## src/rtl/servo_bank_if.sv

```systemverilog
// servo_bank_if: valid/ready position command port for servo_bank
interface servo_bank_if #(
   parameter int CW    = 2,
   parameter int POS_W = 8
);
   logic             pos_valid;
   logic             pos_ready;
   logic [CW-1:0]    pos_chan;
   logic [POS_W-1:0] pos_data;
   modport master (output pos_valid, pos_chan, pos_data, input pos_ready);
   modport slave  (input pos_valid, pos_chan, pos_data, output pos_ready);
endinterface

```

## src/rtl/servo_bank.sv

```systemverilog
// servo_bank: multi-channel slew-limited servo PWM driver sharing one frame counter
module servo_bank #(
   parameter int CLK_FREQ  = 25_000_000,
   parameter int CHANNELS  = 4,
   parameter int PERIOD    = 500_000,
   parameter int PULSE_MIN = 25_000,
   parameter int PULSE_MAX = 50_000,
   parameter int POS_W     = 8,
   parameter int STEP      = 1000,
   parameter int CW        = (CHANNELS > 1) ? $clog2(CHANNELS) : 1
) (
   input  logic                clk,
   input  logic                rst_n,
   servo_bank_if.slave         pos,
   output logic [CHANNELS-1:0] servo_out,
   output logic                frame_start,
   output logic [CHANNELS-1:0] settled,
   output logic                err
);
   localparam int RANGE = PULSE_MAX - PULSE_MIN;
   localparam int WW    = $clog2(PULSE_MAX + 1);
   localparam int PW    = POS_W + $clog2(RANGE + 1);
   localparam int DEN   = (2 ** POS_W) - 1;
   localparam int CNTW  = (PERIOD > 1) ? $clog2(PERIOD) : 1;

   if (CLK_FREQ < 1 || PULSE_MIN > PULSE_MAX || PULSE_MAX >= PERIOD || CW < $clog2(CHANNELS)) begin : g_bad
      $error("servo_bank: invalid parameters");
   end

   logic [CNTW-1:0]     cnt_q, cnt_d;
   logic                pos_ready_q;
   logic                err_q, err_d;
   logic                fs_q, fs_d;
   logic [CHANNELS-1:0] servo_q, servo_d;
   logic [WW-1:0]       cur_q [CHANNELS];
   logic [WW-1:0]       cur_d [CHANNELS];
   logic [WW-1:0]       tgt_q [CHANNELS];
   logic [WW-1:0]       tgt_d [CHANNELS];
   logic [PW-1:0]       prod;
   logic [WW-1:0]       map_w;
   logic                wr;

   function automatic logic [WW-1:0] slew(input logic [WW-1:0] c, input logic [WW-1:0] t);
      logic [WW-1:0] d;
      d = (t > c) ? t - c : c - t;
      return (STEP == 0 || 32'(d) <= STEP) ? t : (t > c) ? c + WW'(STEP) : c - WW'(STEP);
   endfunction

   assign prod  = PW'(pos.pos_data) * PW'(RANGE);
   assign map_w = WW'(PULSE_MIN) + WW'(prod / PW'(DEN));
   assign wr    = pos.pos_valid && pos_ready_q;

   always_comb begin
      cnt_d = (pos_ready_q && cnt_q != CNTW'(PERIOD - 1)) ? cnt_q + 1'b1 : '0;
      fs_d  = cnt_d == '0;
      err_d = err_q | (wr && 32'(pos.pos_chan) >= CHANNELS);
      for (int i = 0; i < CHANNELS; i++) begin
         tgt_d[i]   = (wr && 32'(pos.pos_chan) == i) ? map_w : tgt_q[i];
         cur_d[i]   = fs_d ? slew(cur_q[i], tgt_q[i]) : cur_q[i];
         servo_d[i] = 32'(cnt_d) < 32'(cur_d[i]);
         settled[i] = cur_q[i] == tgt_q[i];
      end
   end

   always_ff @(posedge clk or negedge rst_n) begin
      if (!rst_n) begin
         cnt_q       <= '0;
         pos_ready_q <= 1'b0;
         err_q       <= 1'b0;
         fs_q        <= 1'b0;
         servo_q     <= '0;
         cur_q       <= '{default: WW'(PULSE_MIN)};
         tgt_q       <= '{default: WW'(PULSE_MIN)};
      end else begin
         cnt_q       <= cnt_d;
         pos_ready_q <= 1'b1;
         err_q       <= err_d;
         fs_q        <= fs_d;
         servo_q     <= servo_d;
         cur_q       <= cur_d;
         tgt_q       <= tgt_d;
      end
   end

   assign pos.pos_ready = pos_ready_q;
   assign servo_out     = servo_q;
   assign frame_start   = fs_q;
   assign err           = err_q;
endmodule

```

## src/flat_wrapper.sv

```systemverilog
// flat-port wrapper written by rule: the top's interface ports become plain ports
module servo_bank_flat 
#(
   parameter int CLK_FREQ  = 25_000_000,
   parameter int CHANNELS  = 4,
   parameter int PERIOD    = 500_000,
   parameter int PULSE_MIN = 25_000,
   parameter int PULSE_MAX = 50_000,
   parameter int POS_W     = 8,
   parameter int STEP      = 1000,
   parameter int CW        = (CHANNELS > 1) ? $clog2(CHANNELS) : 1
)
  (clk, rst_n, servo_out, frame_start, settled, err, pos_pos_valid, pos_pos_chan, pos_pos_data, pos_pos_ready);
  servo_bank_if #(.CW(CW), .POS_W(POS_W)) pos_i ();
  input  logic clk;
  input  logic rst_n;
  output logic [CHANNELS-1:0] servo_out;
  output logic frame_start;
  output logic [CHANNELS-1:0] settled;
  output logic err;
  input wire logic [$bits(pos_i.pos_valid)-1:0] pos_pos_valid;
  input wire logic [$bits(pos_i.pos_chan)-1:0] pos_pos_chan;
  input wire logic [$bits(pos_i.pos_data)-1:0] pos_pos_data;
  output wire logic [$bits(pos_i.pos_ready)-1:0] pos_pos_ready;
  assign pos_i.pos_valid = pos_pos_valid;
  assign pos_i.pos_chan = pos_pos_chan;
  assign pos_i.pos_data = pos_pos_data;
  assign pos_pos_ready = pos_i.pos_ready;
  servo_bank #(.CLK_FREQ(CLK_FREQ), .CHANNELS(CHANNELS), .PERIOD(PERIOD), .PULSE_MIN(PULSE_MIN), .PULSE_MAX(PULSE_MAX), .POS_W(POS_W), .STEP(STEP), .CW(CW)) u_core (.clk(clk), .rst_n(rst_n), .pos(pos_i), .servo_out(servo_out), .frame_start(frame_start), .settled(settled), .err(err));
endmodule
```

## config.mk

```make
export PLATFORM = sky130hd
export DESIGN_NAME = servo_bank_flat
export DESIGN_NICKNAME = d
export VERILOG_FILES = /design/src/rtl/servo_bank_if.sv /design/src/rtl/servo_bank.sv /design/src/flat_wrapper.sv
export SDC_FILE = /design/constraint.sdc
export NUM_CORES = 1
export LEC_CHECK = 0
export ABC_AREA = 1
export CORE_MARGIN = 1.5
export CORE_UTILIZATION = 37
export DETAILED_ROUTE_END_ITERATION = 6
export SLEW_MARGIN = 20
export SYNTH_ARGS = -nofsm -noshare
export SYNTH_HDL_FRONTEND = slang
export SYNTH_SLANG_ARGS = --single-unit
```

## constraint.sdc

```tcl
create_clock -name clk -period 7.4 [get_ports clk]
set_clock_uncertainty 0.2 [all_clocks]
set_input_delay 1.11 -clock clk [delete_from_list [all_inputs] [get_ports clk]]
set_output_delay 1.11 -clock clk [all_outputs]
set_load 0.1 [all_outputs]
```

==> results of run 1 <==
==> worst max-delay path: cells and delay by family <==
kind | cells | cell delay (ps)
buffers and inverters | 8 | 650
adders and majority gates | 6 | 1990
and+or+nand+nor | 63 | 6810
AOI/OAI and AO/OA | 8 | 1240
==> per-layer routing <==
layer	track usage	vias to the layer above	wire (um)
met3	0.0200	108	1940
met5	0	-	0
li1	-	10900	-
met2	0.387	392	31200
met4	0.0802	0	1960
met1	0.273	9926	28100
==> final timing paths <==
kind	slack, ps	endpoint
setup / recovery	-4240	u_core.tgt_q[32]
max in group asynchronous	5220	u_core.tgt_q[0]
hold reg to reg	290	u_core.tgt_q[19]
setup reg to reg	960	u_core.servo_out[0]
min in group asynchronous	540	u_core.cur_q[60]
hold / removal	290	u_core.tgt_q[19]
==> kinds of logic after synthesis <==
| family | Yosys count | share of synthesized area |
|---|---|---|
| simple gates | 1310 | 0.289 |
| compound gates | 632 | 0.177 |
| buf+inv | 543 | 0.0994 |
| fa+ha+maj | 310 | 0.197 |
| flops | 153 | 0.188 |
| xor+xnor | 111 | 0.0471 |
| mux | 3 | 0.00146 |
| other cells | 2 | 0.000364 |
==> state kept, by name, summed over array words and instances (netlist names) <==
name and flops:
u_core.cur_q 64, u_core.tgt_q 64, u_core.pos.pos_ready 1, u_core.cnt_q 19
u_core.frame_start 1, u_core.servo_out 4
==> cells in the mapped netlist, drive strengths merged (2+ instances only) <==
| cell type | n |
|---|---|
| nor4 | 18 |
| o2111ai | 8 |
| nand4 | 28 |
| conb | 2 |
| a2111oi | 2 |
| o21ai | 254 |
| dfrtp | 105 |
| and2 | 39 |
| clkbuf | 35 |
| fa | 24 |
| a31oi | 14 |
| o21bai | 17 |
| mux2i | 3 |
| a211oi | 12 |
| a21boi | 8 |
| nor3b | 4 |
| a221o | 4 |
| nor2 | 207 |
| nand2 | 767 |
| xor2 | 79 |
| buf | 8 |
| o221a | 3 |
| o31ai | 6 |
| ha | 286 |
| a21oi | 219 |
| xnor2 | 32 |
| nand3b | 11 |
| o21a | 18 |
| o211ai | 35 |
| or2 | 9 |
| nor3 | 38 |
| dfstp | 48 |
| a221oi | 3 |
| nor4b | 4 |
| nand3 | 182 |
| o221ai | 13 |
| a21o | 13 |
| inv | 499 |
==> what timing repair did <==
| action | 4_1_cts | 5_1_grt |
|---|---|---|
| buffers inserted | 88 | 33 |
| gates cloned | 4 | 0 |
| resized for setup | 299 | 148 |
| endpoints found under the setup margin | 64 | 64 |
| pin swaps | 155 | 132 |
| hold endpoints to repair | 0 | 0 |
==> area by class of cell <==
type	count	area, sq um
fillers	5340	27300
inverters	500	1880
well taps	748	936
flip-flops and latches	153	3890
clock buffers	17	425
clock inverters	15	159
multi-input cells	2372	17000
repair buffers	429	3460
==> stage by stage <==
| stage | hold slack [ps] | setup slack, ps | utilization | std cells | setup TNS, ps |
|---|---|---|---|---|---|
| 3_3_place_gp | 276 | -4930 | 0.446 | 4090 | -301790 |
| 5_1_grt | 307 | -4910 | 0.504 | 4234 | -296870 |
| 6_report | 294 | -4240 | 0.504 | 4234 | -257030 |
| 4_1_cts | 285 | -3890 | 0.488 | 4201 | -230350 |
| 2_1_floorplan | 238 | -3660 | - | 3064 | -213350 |
| 3_5_place_dp | 276 | -5060 | 0.446 | 4090 | -310220 |
==> metrics, run 1 <==
status finished with violations; failing checks negative setup slack; fin crit share 1.57; area leader, netlist ha_1; Rel. slew slack 0.299; slew at the pin with the worst max-slew slack 1050 ps; CTS H-tree depth 4; Hold Path Depth 2; Crit Path Class input port to flip-flop; Reg-to-Reg Start u_core.tgt_q[51]; Syn. warnings 0; total routing usage reported by global routing 0.218; crit path DAT 11830 ps; top cells by area, synth ha_1 (17%), nand2_1 (13%), dfrtp_1 (13%), inv_1 (8.7%), dfstp_2 (6.1%); Syn Inst Count 3064; core area 0.0551 sq mm; starting density of the core 0.375; RSZ-0062 raised after global routing yes; main flop type after synthesis dfrtp_1; Yosys reg bits 153; Die ar. 0.0572 sq mm; Max Fclk 85.9 MHz; most frequent cells in the layout nand2_1 (584), inv_1 (466), buf_4 (376); layout cells sized above 1 0.283; Max Slew Vio Count 0; CTS root buf clkbuf_16; per-cell routed wire length 14.9 um; die width 239 um; HPWL after DPL 48.4 mm; commonest non-fill, non-tap cell in the layout nand2_1; Critical Path RT 7580 ps; DP Area 0.0246 sq mm; post-synthesis sequential area ratio 0.188; Clock transition at path regs 70 ps; Final Hold Fails 0; crit path max fanout 7; Antenna Cells 0; Die Y-Extent 239 um; initial antenna violation count 0; share of the synthesized area in the top cell type 0.173; slowest cell on the critical path fa_2; DR vias 21400; clock sinks 153; setup violators final 64; Initial DRC Count 1025; Boundary Pins 24; Final #Nets 3796; # DRC 0; syn avg cell area 6.73 sq um; first-pass GRT wire length 102 mm; largest net degree at the start of global routing 101; drt pass-1 iters 5; final setup margin -4240 ps; post-route ant nets 0; num rows 86; total grt overflow 0; final wirelength 63.1 mm; cell area after layout 0.0278 sq mm; Post-Synthesis Net Count 3387; Async SR Flop Fraction 1.00; maxcap violations 0; clock latency on the worst-skew pair 450 ps; TritonCTS buffer count 17; P&R area growth vs syn 34.5%; TritonCTS clock tree built; vias in the first global route 20600; final worst path period need 11640 ps; hold_buf cts 0; clock buffer depth 2; Critical Path Source pos_pos_data[4]; GPL Wtd Cong 0.901; Worst Hold Class flip-flop to flip-flop; vias per inst 5.04; synthesized area 0.0206 sq mm; startpoint types input port; cell mode on critical path nand2_4; Critical Path End Type flip-flop; Max stage delay on crit path 560 ps; Post-synth EDFFs 0; HP Start u_core.tgt_q[19]; Reg2Reg Depth 33; Port Buf Inserts 22; synth unique cells 66
Power of run 1 is left out: the tool's default activity adds up to more than one toggle a clock period on the data nets, which glitch-free logic cannot reach.
==> run 2, diff against run 1 <==
- CTS_BUF_LIST: default -> sky130_fd_sc_hd__clkbuf_4 sky130_fd_sc_hd__clkbuf_8 sky130_fd_sc_hd__clkbuf_16
==> results of run 2 <==
No change in the layout: final DEF, timing and power equal those of run 1.
Power of run 2 is left out for the same reason.
